File: config.mk
export PLATFORM = sky130hd
export DESIGN_NAME = ext_int_conditioner_flat
export DESIGN_NICKNAME = d
export VERILOG_FILES = /design/src/rtl/ext_int_conditioner_if.sv /design/src/rtl/ext_int_conditioner.sv /design/src/flat_wrapper.sv
export SDC_FILE = /design/constraint.sdc
export NUM_CORES = 1
export LEC_CHECK = 0
export CAP_MARGIN = 15
export CORE_UTILIZATION = 40
export DETAILED_ROUTE_END_ITERATION = 16
export GPL_TIMING_DRIVEN = 0
export SETUP_SLACK_MARGIN = 0.5
export SLEW_MARGIN = 15
export SYNTH_ARGS = -nofsm -noshare
export SYNTH_HDL_FRONTEND = slang
export SYNTH_SLANG_ARGS = --single-unit
File: constraint.sdc
create_clock -name clk -period 6.25 [get_ports clk]
set_clock_uncertainty 0.05 [all_clocks]
set_input_delay 1.875 -clock clk [delete_from_list [all_inputs] [get_ports clk]]
set_output_delay 1.875 -clock clk [all_outputs]
set_load 0.1 [all_outputs]
File: src/rtl/ext_int_conditioner_if.sv
// ext_int_conditioner_if: peripheral bus bundle (addr, w_rb, acc[1:0] with 2=4B access, wdata/rdata 32b, req/resp/fault)
interface ext_int_conditioner_if;
  logic [7:0]  addr;
  logic        w_rb;
  logic [1:0]  acc;
  logic [31:0] wdata;
  logic [31:0] rdata;
  logic        req;
  logic        resp;
  logic        fault;
  modport master (output addr, w_rb, acc, wdata, req, input rdata, resp, fault);
  modport slave  (input addr, w_rb, acc, wdata, req, output rdata, resp, fault);
endinterface

File: src/rtl/ext_int_conditioner.sv
// ext_int_conditioner: polarity/sync/debounce/mask of raw int_pin_i into clean int_out_o levels; EN/POL/DBC/STAT regs on bus slave
module ext_int_conditioner #(
  parameter int          SRC_NUM     = 4,
  parameter int          SYNC_STAGES = 2,
  parameter logic [15:0] DBC_RST     = 16'h000F
) (
  input  logic               clk,
  input  logic               rst,
  input  logic [SRC_NUM-1:0] int_pin_i,
  output logic [SRC_NUM-1:0] int_out_o,
  ext_int_conditioner_if.slave bus
);
  logic [SRC_NUM-1:0]                  en_q, pol_q, stable_q, stable_d, s;
  logic [15:0]                         dbc_q;
  logic [SYNC_STAGES-1:0][SRC_NUM-1:0] sync_q;
  logic [SRC_NUM-1:0][15:0]            cnt_q, cnt_d;
  logic [31:0]                         rdata_q, rdata_d;
  logic                                resp_q, invld, valid, wr, rd;
  logic [1:0]                          sel;
  logic                                unused;
  assign unused = ^bus.wdata[31:16];
  assign sel    = bus.addr[3:2];
  // 4B-only, word-aligned, 0x0..0xC, and STAT is read-only
  assign invld  = (bus.acc != 2'd2) | (bus.addr[1:0] != 2'd0) | (bus.addr[7:4] != 4'd0) | (bus.w_rb & (sel == 2'd3));
  assign valid  = bus.req & ~invld;
  assign wr     = valid & bus.w_rb;
  assign rd     = valid & ~bus.w_rb;
  assign bus.fault = bus.req & invld;
  assign bus.resp  = resp_q;
  assign bus.rdata = rdata_q;
  assign s         = sync_q[SYNC_STAGES-1];
  assign int_out_o = stable_q & en_q;
  assign rdata_d = sel == 2'd0 ? 32'(en_q) : sel == 2'd1 ? 32'(pol_q) : sel == 2'd2 ? 32'(dbc_q) : 32'(stable_q);
  for (genvar i = 0; i < SRC_NUM; i++) begin : g_src
    // a change commits only after it has been seen on D+1 consecutive cycles
    assign stable_d[i] = (s[i] != stable_q[i] && cnt_q[i] >= dbc_q) ? s[i] : stable_q[i];
    assign cnt_d[i]    = (s[i] == stable_q[i] || cnt_q[i] >= dbc_q) ? 16'd0 : cnt_q[i] + 16'd1;
  end
  always_ff @(posedge clk or posedge rst) begin
    if (rst) begin
      en_q     <= '0;
      pol_q    <= '0;
      dbc_q    <= DBC_RST;
      sync_q   <= '0;
      stable_q <= '0;
      cnt_q    <= '0;
      rdata_q  <= '0;
      resp_q   <= 1'b0;
    end else begin
      sync_q   <= {sync_q[SYNC_STAGES-2:0], int_pin_i ^ pol_q};
      stable_q <= stable_d;
      cnt_q    <= cnt_d;
      resp_q   <= valid;
      if (wr && sel == 2'd0) en_q  <= bus.wdata[SRC_NUM-1:0];
      if (wr && sel == 2'd1) pol_q <= bus.wdata[SRC_NUM-1:0];
      if (wr && sel == 2'd2) dbc_q <= bus.wdata[15:0];
      if (rd) rdata_q <= rdata_d;
    end
  end
endmodule

File: src/flat_wrapper.sv
// flat-port wrapper written by rule: the top's interface ports become plain ports
module ext_int_conditioner_flat 
#(
  parameter int          SRC_NUM     = 4,
  parameter int          SYNC_STAGES = 2,
  parameter logic [15:0] DBC_RST     = 16'h000F
)
  (clk, rst, int_pin_i, int_out_o, bus_addr, bus_w_rb, bus_acc, bus_wdata, bus_req, bus_rdata, bus_resp, bus_fault);
  ext_int_conditioner_if bus_i ();
  input  logic clk;
  input  logic rst;
  input  logic [SRC_NUM-1:0] int_pin_i;
  output logic [SRC_NUM-1:0] int_out_o;
  input wire logic [$bits(bus_i.addr)-1:0] bus_addr;
  input wire logic [$bits(bus_i.w_rb)-1:0] bus_w_rb;
  input wire logic [$bits(bus_i.acc)-1:0] bus_acc;
  input wire logic [$bits(bus_i.wdata)-1:0] bus_wdata;
  input wire logic [$bits(bus_i.req)-1:0] bus_req;
  output wire logic [$bits(bus_i.rdata)-1:0] bus_rdata;
  output wire logic [$bits(bus_i.resp)-1:0] bus_resp;
  output wire logic [$bits(bus_i.fault)-1:0] bus_fault;
  assign bus_i.addr = bus_addr;
  assign bus_i.w_rb = bus_w_rb;
  assign bus_i.acc = bus_acc;
  assign bus_i.wdata = bus_wdata;
  assign bus_i.req = bus_req;
  assign bus_rdata = bus_i.rdata;
  assign bus_resp = bus_i.resp;
  assign bus_fault = bus_i.fault;
  ext_int_conditioner #(.SRC_NUM(SRC_NUM), .SYNC_STAGES(SYNC_STAGES), .DBC_RST(DBC_RST)) u_core (.clk(clk), .rst(rst), .int_pin_i(int_pin_i), .int_out_o(int_out_o), .bus(bus_i));
endmodule
# Word level (Yosys, flattened, before mapping)
# Cells that the tools add are included.
word_totals:
  in_bits: 50
  romBits: 0
  n_memories: 0
  output_inout_bits: 38
  wordCells: 68
  ff_bits: 133
  latchBits: 0
  ramBits: 0
op_classes:
  n_mux: 7
  n_div: 0
  eq_ne: 12
  shift: 0
  add_sub_neg: 4
  magnitude_cmp: 4
  bitwise_logic: 12
  n_mul: 0
  reduce_logical: 14
op_table:
  columns: ["operator", "n"]
  rows:
  - ["two-way mux 16 bit", 5]
  - ["adder 16 x 1 -> 16 bit, second input constant", 4]
  - [">= comparator 16 bit", 4]
  - ["two-way mux 32 bit", 2]
  - ["logical AND 1 bit", 7]
  - ["bitwise AND 1 bit", 5]
  - ["bitwise AND 4 bit", 1]
  - ["equality test 1 bit", 4]
  - ["equality test 2 bit, second input constant", 2]
  - ["logical OR 1 bit", 4]
  - ["inequality test 1 bit", 4]
  - ["nonzero test 4 bit", 1]
  - ["bitwise XOR 4 bit", 1]
  - ["bitwise OR 1 bit", 3]
  - ["equality test 2 x 1 -> 1 bit, second input constant", 1]
  - ["zero test 2 bit", 1]
  - ["inequality test 2 bit, second input constant", 1]
  - ["NOT 1 bit", 2]
  - ["nonzero test 2 bit", 1]

# Depth between registers and ports, before layout
logic_depth:
  word_depth: 8
  mapped_depth: 8
  mapped_depth_nobuf: 7

# Worst setup path after synthesis
# No wires, ideal clock.
synth_timing:
  kind: "input port to output port"
  startpoint: "in bus_acc[1]"
  endpoint: "out bus_fault"
  required_time_ns: 4.325
  setup_slack_ns: 0.691
  path_buffers: 0
  cell_stages: 4
  arrival_ns: 3.634
  path_cell_list: "nor4b_2 nand2_1 a31oi_1 nor2b_1"
synth_via:
  elab_chain_cells: 5
synth_lines:
  columns: ["element", "line_no", "source"]
  rows:
  - ["from (decl)", "flat_wrapper.sv:16", "input wire logic [$bits(bus_i.acc)-1:0] bus_acc;"]
  - ["inequality test 2 bit", "ext_int_conditioner.sv:24", "assign invld = (bus.acc != 2'd2) | (bus.addr[1:0] != 2'd0) | (bus.addr[7:4] != 4'd0) | (bus.w_rb & (sel == 2'd ..."]
  - ["bitwise OR 1 bit (3 in a row)", "ext_int_conditioner.sv:24", null]
  - ["bitwise AND 1 bit", "ext_int_conditioner.sv:28", "assign bus.fault = bus.req & invld;"]
  - ["to (decl)", "flat_wrapper.sv:21", "output wire logic [$bits(bus_i.fault)-1:0] bus_fault;"]
# No other way between the ends.

# Final worst setup path
layout_timing:
  startpoint: "in bus_addr[5]"
  endpoint: "out bus_fault"
layout_via:
  elab_chain_cells: 4
layout_lines:
  columns: ["element", "line_no", "source"]
  rows:
  - ["from (decl)", "flat_wrapper.sv:14", "input wire logic [$bits(bus_i.addr)-1:0] bus_addr;"]
  - ["nonzero test 4 bit", "ext_int_conditioner.sv:24", null]
  - ["bitwise OR 1 bit (2 in a row)", "ext_int_conditioner.sv:24", null]
  - ["bitwise AND 1 bit", "ext_int_conditioner.sv:28", null]
# No other way between the ends.

==> impl_metrics.toml <==
[outcome]
status = "completed"

[synth]
yosysTopAreaCell = "dfrtp_1"
synth_most_common_cell = "dfrtp_1"
yosys_most_used_dff = "dfrtp_1"
ys_seq_area_share_pct = 44.2
async_flop_share_pct = 100
synth.distinct_cells = 51
ys_ff_latch = 117
synth_area_leaders = "dfrtp_1 (43%), ha_1 (13%), nor2_1 (4.8%), xor2_1 (4.5%), xnor2_1 (4.0%)"
synth_edf_count = 0
synth_top_area_share_pct = 42.6
syn_area_per_cell_sq_um = 10.0
synth_common_cells = "dfrtp_1 (113), nor2_1 (85), nand2_1 (69)"
synthCells = 661
yosys_warnings = 0
synth.cell_area_sq_mm = 0.00664

[timing]
fin_crit_sh_pct = 90.7
final.min_clock_period_ps = 5670
rsz0062_at_grt = "no"
setup_ws_ps = 582
tightestPinTransition_ps = 1000
fmax_mhz = 176
hold_viol_final = 0
setup_tns_ps = 0
setup_violations = 0
maxSlewHeadroom_pct = 33.1
slew_violations = 0

[finish]
fin_util_pct = 50.9
diodes = 0
final_nets = 867
multi_input_area_sq_mm = 0.00347
final_cells = 978
n_fill_cell = 1417
drive_gt1_share_pct = 11.7
area_growth_pct = 23.2
seqCellArea_sq_mm = 0.00293

[place]
port_buffers = 53
pre_cts_ws_ps = 193
place_inst = 946
place_congestion = 0.815
place_hpwl_microns = 11400

[global_routing]
grt_pass1_vias = 5008
gr-total-overflow = 0
track_usage_pct = 20.3
grt_max_degree = 71
antenna_found_initial = 0
grt_pass1_wl_microns = 25600

[worst_hold_path]
hold_path.class = "reg -> reg"

[die]
fp.dieArea_sq_mm = 0.0171
core_sq_mm = 0.0161
die_h_microns = 131
rows = 46
ioPinCount = 88
die_w_microns = 131
initial_core_util_pct = 41.3

[cts]
clock_tree.buffer_depth = 2
cts_buffers = 17
cts.clk_slew.worst_paths_ps = 60
clk_latency_ps = 410
cts_tree = "yes"
cts-root-buf = "clkbuf_16"
cts.sinks = 117
cts_setup_buffers = 0
htreeDepth = 4

[power]
p_leak_nw = 3.94
ir_drop_mv = 0.204
totalPowerFinal_mw = 2.02
power_density_mw_per_mm2 = 247

[detailed_routing]
wire_per_inst_microns = 16.2
drtIter0Drc = 242
drt-total-wl_microns = 15900
vias = 4984
firstDrtPassIters = 4
postRouteAntennaNets = 0
via_per_inst = 5.10
drc = 0

[worst_setup_path]
crit_fanout = 4
crit_required_ps = 4320
cp-end-kind = "primary output"
crit_type = "in -> out"
critPathLaunchType = "primary input"
arrival_ps = 3740

[flow_run]
max_cap_viol_count = 0
[placed cells by master, fill, tap and decap left out, types with 10 or more instances in the layout]
cell / instances
nand3_1: 30
o21ai_0: 38
nor3_1: 10
inv_1: 27
conb_1: 16
nand4_1: 19
clkbuf_16: 17
xnor2_1: 30
nand2_1: 69
dfrtp_1: 113
mux2_2: 16
nor2_1: 85
clkdlybuf4s50_1: 52
buf_4: 16
xor2_1: 34
a21oi_1: 16
ha_1: 68
[cell families after synthesis]
group,count (synthesis),share of synthesized area [%]
AOI/OAI and AO/OA,76,6.69
xor gates and xnor gates,64,8.45
adders and majority gates,68,12.8
buffers and inverters,56,4.41
DFF,117,44.2
muxes,20,4.07
other,1,0.0565
and+or+nand+nor,259,19.3
[critical path, cell delays in order]
cell and delay [ps]:
clkdlybuf4s50_1 420, nor4_2 320, nand2_1 220, a31oi_1 230, nor2b_1 70, dlygate4sd2_1 600
[worst paths after layout]
kind                                        from                    to  cells past startpoint  slack (ps)
worst min-delay path            u_core.sync_q[0]           u_core.s[0]                      0         300
worst max-delay path                 bus_addr[5]             bus_fault                      6         580
min in group asynchronous                    rst  u_core.bus.rdata[15]                      2        1820
worst max register to register   u_core.dbc_q[1]       u_core.cnt_q[9]                      8        3660
worst min register to register  u_core.sync_q[0]           u_core.s[0]                      0         300
max in group asynchronous                    rst       u_core.dbc_q[0]                      3        3620
[timing repair]
item,CTS,global route
gates resized for setup,1,0
setup endpoints to repair,1,0
endpoints found under the hold margin,0,0
hold buffers,0,0
[sequential cells by signal (all words and copies together), names as in the netlist]
| signal | count |
|---|---|
| u_core.bus.rdata | 16 |
| u_core.s | 4 |
| u_core.en_q | 4 |
| u_core.stable_q | 4 |
| u_core.cnt_q | 64 |
| u_core.dbc_q | 16 |
| u_core.bus.resp | 1 |
| u_core.pol_q | 4 |
| u_core.sync_q | 4 |
[through the flow]
| step | hold slack, ps | cell area [sq um] |
|---|---|---|
| after global placement | 285 | 7490 |
| after detailed placement | 286 | 7520 |
| after floorplan | 281 | 6690 |
| after global routing | 306 | 8180 |
| after CTS | 298 | 8180 |
| final | 295 | 8180 |
[per-layer routing]
layer / wire length (microns) / track usage [%] / up-vias
li1: - / - / 2451
met1: 7570 / 27.8 / 2425
met2: 7530 / 31.8 / 94
met3: 645 / 4.80 / 14
met4: 132 / 6.49 / 0
met5: 0 / 0 / -
[cell type report]
type	instances	area share, %
multi-input combinational	503	42.4
sequential	117	35.9
timing repair buffer	54	6.81
clock buffer	22	5.80
tap	216	3.31
buffer	28	2.30
clock inverter	10	2.17
inverter	28	1.35
[power breakdown]
part           leakage, nW  switching (mW)  internal, mW
logic                 2.09           0.110        0.0510
registers             1.53          0.0126         0.771
clock network        0.320           0.337         0.736
total                 3.94           0.460          1.56
No activity file was read; power rests on OpenSTA's default activity.
